`config.mk`:
```
export PLATFORM = sky130hd
export DESIGN_NAME = trajectory_engine
export DESIGN_NICKNAME = d
export VERILOG_FILES = /design/src/rtl/trajectory_pkg.sv /design/src/rtl/trajectory_reflect.sv /design/src/rtl/trajectory_engine.sv
export SDC_FILE = /design/constraint.sdc
export NUM_CORES = 1
export LEC_CHECK = 0
export BUFFER_PORTS_ARGS = -buffer_cell sky130_fd_sc_hd__clkbuf_2
export CAP_MARGIN = 20
export CORE_ASPECT_RATIO = 1.2
export CORE_MARGIN = 2
export CORE_UTILIZATION = 35
export DETAILED_ROUTE_END_ITERATION = 8
export GPL_TIMING_DRIVEN = 0
export PLACE_DENSITY = 0.53
export SYNTH_ARGS = -nofsm -noshare
export SYNTH_HDL_FRONTEND = slang
export SYNTH_HIERARCHICAL = 1
export SYNTH_SLANG_ARGS = --single-unit
```
`constraint.sdc`:
```
create_clock -name clk -period 2.85 [get_ports clk]
set_input_delay 0.285 -clock clk [delete_from_list [all_inputs] [get_ports clk]]
set_output_delay 0.285 -clock clk [all_outputs]
set_load 0.03 [all_outputs]
```
`src/rtl/trajectory_pkg.sv`:
```
// Shared types for the trajectory engine: controller states and end-reason codes.
package trajectory_pkg;

  typedef enum logic [1:0] {
    IDLE = 2'b00,
    CALC = 2'b01,
    DONE = 2'b10
  } state_t;

  typedef enum logic [1:0] {
    END_HIT     = 2'b00,
    END_CEILING = 2'b01,
    END_LIMIT   = 2'b10
  } end_reason_t;

endpackage

```
`src/rtl/trajectory_reflect.sv`:
```
// One horizontal step of the projectile, bouncing off the walls at 0 and XMAX.
// Landing exactly on a wall keeps the current direction.
module trajectory_reflect
  import trajectory_pkg::*;
#(
  parameter int W = 5
) (
  input  logic [W-1:0] i_x,
  input  logic [W-1:0] i_run,
  input  logic         i_dir,
  output logic [W-1:0] o_x,
  output logic         o_dir
);

  localparam logic [W:0] XMAX_EXT   = {1'b0, {W{1'b1}}};
  localparam logic [W:0] TWICE_XMAX = {{W{1'b1}}, 1'b0};

  logic [W:0] w_sum;

  assign w_sum = {1'b0, i_x} + {1'b0, i_run};

  // Fold overshoots back inside the field; run never exceeds XMAX so one fold is enough.
  always_comb begin
    o_x   = i_x;
    o_dir = i_dir;
    if (i_dir) begin
      if (w_sum > XMAX_EXT) begin
        o_x   = W'(TWICE_XMAX - w_sum);
        o_dir = 1'b0;
      end else begin
        o_x = w_sum[W-1:0];
      end
    end else begin
      if (i_run > i_x) begin
        o_x   = i_run - i_x;
        o_dir = 1'b1;
      end else begin
        o_x = i_x - i_run;
      end
    end
  end

endmodule

```
`src/rtl/trajectory_engine.sv`:
```
// Steps one projectile shot at a time, bouncing off the side walls, and reports
// whether it entered the target window, at which step, and why it stopped.
module trajectory_engine
  import trajectory_pkg::*;
#(
  parameter int W         = 5,
  parameter int STEP_W    = 6,
  parameter int MAX_STEPS = 63,
  parameter int TOL       = 0
) (
  input  logic              clk,
  input  logic              rst,
  input  logic              shoot,
  output logic              ready,
  input  logic [W-1:0]      x_pos,
  input  logic [W-1:0]      rise_in,
  input  logic [W-1:0]      run_in,
  input  logic              direction_in,
  input  logic [W-1:0]      target_x,
  input  logic [W-1:0]      target_y,
  output logic              result_valid,
  input  logic              result_ack,
  output logic              hit,
  output logic [1:0]        end_reason,
  output logic [STEP_W-1:0] hit_steps,
  output logic [W-1:0]      positionx,
  output logic [W-1:0]      positiony
);

  localparam logic [W:0]        YMAX_EXT = {1'b0, {W{1'b1}}};
  localparam logic [W:0]        TOL_EXT  = (W+1)'(TOL);
  localparam logic [STEP_W-1:0] STEP_CAP = STEP_W'(MAX_STEPS);

  state_t              r_state;
  state_t              w_next_state;

  logic [W-1:0]        r_x;
  logic [W-1:0]        r_y;
  logic [W-1:0]        r_rise;
  logic [W-1:0]        r_run;
  logic [W-1:0]        r_tx;
  logic [W-1:0]        r_ty;
  logic                r_dir;
  logic [STEP_W-1:0]   r_steps;
  logic                r_hit;
  end_reason_t         r_reason;

  logic                w_accept;
  logic                w_advance;
  logic                w_term;
  logic                w_term_hit;
  end_reason_t         w_reason;

  logic [W-1:0]        w_next_x;
  logic                w_next_dir;
  logic [W:0]          w_dx;
  logic [W:0]          w_dy;
  logic [W:0]          w_y_sum;
  logic                w_in_window;
  logic                w_ceiling;
  logic                w_limit;

  trajectory_reflect #(
    .W(W)
  ) u_reflect (
    .i_x   (r_x),
    .i_run (r_run),
    .i_dir (r_dir),
    .o_x   (w_next_x),
    .o_dir (w_next_dir)
  );

  // Termination tests on the current point: window distance, ceiling overflow, step cap.
  always_comb begin
    w_dx = '0;
    w_dy = '0;
    if ({1'b0, r_x} >= {1'b0, r_tx}) begin
      w_dx = {1'b0, r_x} - {1'b0, r_tx};
    end else begin
      w_dx = {1'b0, r_tx} - {1'b0, r_x};
    end
    if ({1'b0, r_y} >= {1'b0, r_ty}) begin
      w_dy = {1'b0, r_y} - {1'b0, r_ty};
    end else begin
      w_dy = {1'b0, r_ty} - {1'b0, r_y};
    end
    w_y_sum     = {1'b0, r_y} + {1'b0, r_rise};
    w_in_window = (w_dx <= TOL_EXT) && (w_dy <= TOL_EXT);
    w_ceiling   = (w_y_sum > YMAX_EXT);
    w_limit     = (r_steps == STEP_CAP);
  end

  // Controller state register; reset abandons any shot in flight.
  always_ff @(posedge clk or posedge rst) begin
    if (rst) begin
      r_state <= IDLE;
    end else begin
      r_state <= w_next_state;
    end
  end

  // Next-state and control decode; hit beats ceiling beats step cap.
  always_comb begin
    w_next_state = r_state;
    w_accept     = 1'b0;
    w_advance    = 1'b0;
    w_term       = 1'b0;
    w_term_hit   = 1'b0;
    w_reason     = END_HIT;
    ready        = 1'b0;
    result_valid = 1'b0;
    case (r_state)
      IDLE: begin
        ready = 1'b1;
        if (shoot) begin
          w_accept     = 1'b1;
          w_next_state = CALC;
        end
      end
      CALC: begin
        if (w_in_window) begin
          w_term       = 1'b1;
          w_term_hit   = 1'b1;
          w_reason     = END_HIT;
          w_next_state = DONE;
        end else if (w_ceiling) begin
          w_term       = 1'b1;
          w_reason     = END_CEILING;
          w_next_state = DONE;
        end else if (w_limit) begin
          w_term       = 1'b1;
          w_reason     = END_LIMIT;
          w_next_state = DONE;
        end else begin
          w_advance = 1'b1;
        end
      end
      DONE: begin
        result_valid = 1'b1;
        if (result_ack) begin
          w_next_state = IDLE;
        end
      end
      default: begin
        w_next_state = IDLE;
      end
    endcase
  end

  // Shot datapath: load on accept, step while calculating, freeze the result on termination.
  always_ff @(posedge clk or posedge rst) begin
    if (rst) begin
      r_x      <= '0;
      r_y      <= '0;
      r_rise   <= '0;
      r_run    <= '0;
      r_tx     <= '0;
      r_ty     <= '0;
      r_dir    <= 1'b0;
      r_steps  <= '0;
      r_hit    <= 1'b0;
      r_reason <= END_HIT;
    end else if (w_accept) begin
      r_x      <= x_pos;
      r_y      <= '0;
      r_rise   <= rise_in;
      r_run    <= run_in;
      r_tx     <= target_x;
      r_ty     <= target_y;
      r_dir    <= direction_in;
      r_steps  <= '0;
      r_hit    <= 1'b0;
      r_reason <= END_HIT;
    end else if (w_advance) begin
      r_x     <= w_next_x;
      r_dir   <= w_next_dir;
      r_y     <= r_y + r_rise;
      r_steps <= r_steps + STEP_W'(1);
    end else if (w_term) begin
      r_hit    <= w_term_hit;
      r_reason <= w_reason;
    end
  end

  assign hit        = r_hit;
  assign end_reason = r_reason;
  assign hit_steps  = r_steps;
  assign positionx  = r_x;
  assign positiony  = r_y;

endmodule
```
==> metrics <==
Synth Area in Compound Gates 23.9%; kind of critical path reg2reg; violated checks negative hold slack, negative setup slack; RSZ-0062 raised after global routing true; Post-Layout Cell Count 637; Final min period 2970 ps; Setup crit start positiony[1]$_DFFE_PP0P_; worst hold path type in2async; CTS Hold Buffers Added 0; area delta synth->final 32.7%; Core Rows 40; Hold Vio Cnt, Final 1; clk sinks 42; routed wire length 9980 um; status complete, but fails checks; Post-synth top flop dfrtp_1; reg2reg end hit_steps[5]$_DFFE_PP0P_; # IOs 51; final worst-path cycle share 104%; most frequent cells after synthesis nand2_1, dfrtp_1, ha_1, inv_1, o21ai_0; GRT overflow 0; Antenna Cells 0; post-DR wirelength/cell 15.7 um; post-synthesis cell area 3530 sq um; Arr. time, crit path 3190 ps; initial antenna violation count 0; Req. time, crit path 3070 ps; Final setup viols 4; crit path launch type flop; vias in the first global route 3409; largest family of logic cells by synthesized area compound AO/OA/AOI/OAI gates; Initial Util 35.7%; crit-path max FO 5; top-area cell type share of the netlist area 29.7%; Unique masters post-synth 64; Detail Placement HPWL 7200 um; Fmax 337 MHz; clock buffer depth 2; IO Port Bufs 50; Residual DRC 0; most frequent cell after synthesis nand2_1; Synth Area per Inst 8.39 sq um; antenna viol nets, final 0; DR vias/cell 5.26; DR vias 3352; CTS tree yes; largest net degree at the start of global routing 23; drt pass-1 iters 4; synthesized-area fraction occupied by adder cells 17.1%; die area 10900 sq um; Synth Register Bits 42; Worst setup EP type flop; Placed Cells 598; Final GP Congestion 0.859; GRT Overall Usage 19.2%; final setup margin -122 ps; DRT iter0 DRCs 110; Die Wd 95.7 um; XOR/XNOR Fraction of Synth Area 2.48%; CTS Buf Count 5; Yosys warning total 6; Setup Skew 9.06 ps; Synth Net Count 497; Die Height 114 um; Seq/Total Area, Yosys 29.7%; worst-skew pair later-pin latency 300 ps; clk root buf clkbuf_16; NumNets Final 586; reg-to-reg setup timing slack -120 ps; Worst Max-Slew Pin Slew 617 ps; r2r startpoint positiony[1]$_DFFE_PP0P_; Synth async-reset ratio 100%; Cells after Synth 421; worst setup path endpoint hit_steps[5]$_DFFE_PP0P_; multiplexer area fraction after synthesis 1.45%; Max Slew Vio Count 0; max_slew headroom 58.9%; Area contributors post-synth dfrtp_1, ha_1, nand2_1, inv_1, o21ai_0; core area 9910 sq um; final hold slack -0.388 ps; H-Tree Depth 2; MaxCap Viol Count 0; Synth Area in Simple Gates 18.4%; Synth area leader dfrtp_1; first-pass GRT wire length 16500 um; layout cells sized above 1 31.9%; clock-pin slew on the worst setup and hold paths 80 ps; EDFF count, synth 0; worst reg-to-reg path cell count 10
-- registers in the layout (all words and copies together) (netlist names) --
signal / count
positionx: 5
r_dir: 1
r_run: 5
r_rise: 5
positiony: 5
hit_steps: 6
r_state: 2
end_reason: 2
hit: 1
r_tx: 5
r_ty: 5
-- critical path: stages, from the launching register on --
cell and delay (ps):
dfrtp_2 440, inv_2 80, ha_4 200, o211ai_1 290, nor3b_2 100, or4_4 500, and3_4 180, o2111a_2 280
a21o_4 230, or4_1 460, a21oi_1 130
-- cells in the final DEF, fill, tap and decap left out, types with 3 or more instances in the layout --
cell type / netlist / layout
buf_4: 2 / 31
o22ai_1: 9 / 7
a21oi_2: 0 / 3
a211o_1: 5 / 5
nand3_2: 0 / 5
o21bai_1: 4 / 4
inv_2: 1 / 7
nor2_1: 15 / 15
dfrtp_2: 0 / 11
fa_1: 4 / 3
a21o_1: 13 / 12
nand2b_1: 5 / 4
o21a_1: 3 / 3
inv_6: 0 / 3
buf_6: 1 / 3
o21ai_0: 31 / 23
ha_2: 0 / 3
o211ai_1: 6 / 6
nor3_1: 10 / 8
dfrtp_1: 42 / 31
a21oi_1: 25 / 22
nor2b_1: 9 / 9
xnor2_1: 8 / 7
nand4_1: 3 / 3
nand2_1: 58 / 58
mux2i_1: 4 / 4
clkbuf_16: 0 / 6
clkbuf_1: 11 / 6
o21ai_1: 0 / 7
ha_4: 0 / 7
inv_1: 42 / 36
nand3_1: 15 / 10
clkbuf_2: 0 / 51
or3_1: 5 / 5
ha_1: 42 / 32
-- cell families after synthesis --
logic type	count (synthesis)
multiplexers	5
flip-flops	42
AND/OR/NAND/NOR	135
buffers and inverters	60
AO/OA/AOI/OAI	123
adder cells (fa/ha/maj)	46
XOR/XNOR	10
-- worst min path at each step --
stage / from / to / slack (ps) / cells past startpoint
floorplan: rise_in[0] / r_rise[0]$_DFFE_PP0P_ / 390 / 2
global placement: r_rise[4]$_DFFE_PP0P_ / r_rise[4]$_DFFE_PP0P_ / 470 / 2
detailed placement: rst / r_rise[0]$_DFFE_PP0P_ / 350 / 2
CTS: rst / r_rise[0]$_DFFE_PP0P_ / 20 / 2
global route: rst / r_rise[1]$_DFFE_PP0P_ / 60 / 2
finish: rst / r_rise[0]$_DFFE_PP0P_ / -0.4 / 2
-- layout make-up --
| type | count | area [sq um] |
|---|---|---|
| buffer | 14 | 98.8 |
| clock buffer | 5 | 125 |
| clock inverter | 3 | 26.3 |
| fill | 1010 | 5220 |
| inverter | 43 | 161 |
| multi-input combinational | 319 | 2490 |
| sequential | 42 | 1060 |
| tap | 126 | 158 |
| timing repair buffer | 85 | 561 |
-- stage by stage --
stage                     hold slack [ps]  worst slack (ps)  instance area [sq um]  TNS [ps]  util [%]
after floorplan                       390              -121                   3640      -172         -
final                              -0.388              -122                   4690      -158      47.3
after CTS                            24.2              -187                   4560      -722      46.0
after global placement                465              -409                   4040     -4930      40.8
after global routing                 58.1              -286                   4690     -1970      47.3
after detailed placement              347              -420                   4070     -4740      41.1
-- what timing repair did --
item / CTS / global route
endpoints found under the setup margin: 19 / 21
cloned: 0 / 0
buffers inserted: 26 / 9
pin swaps: 20 / 17
gates resized for setup: 34 / 28
-- metal layers --
| layer | global-route usage, % | wire length, um |
|---|---|---|
| met5 | 0 | 0 |
| met2 | 32.9 | 5040 |
| met4 | 4.95 | 123 |
| met3 | 2.76 | 280 |
| met1 | 25.2 | 4530 |
Power is left out: the tool's default activity adds up to more than one toggle a clock period on the data nets, which glitch-free logic cannot reach.
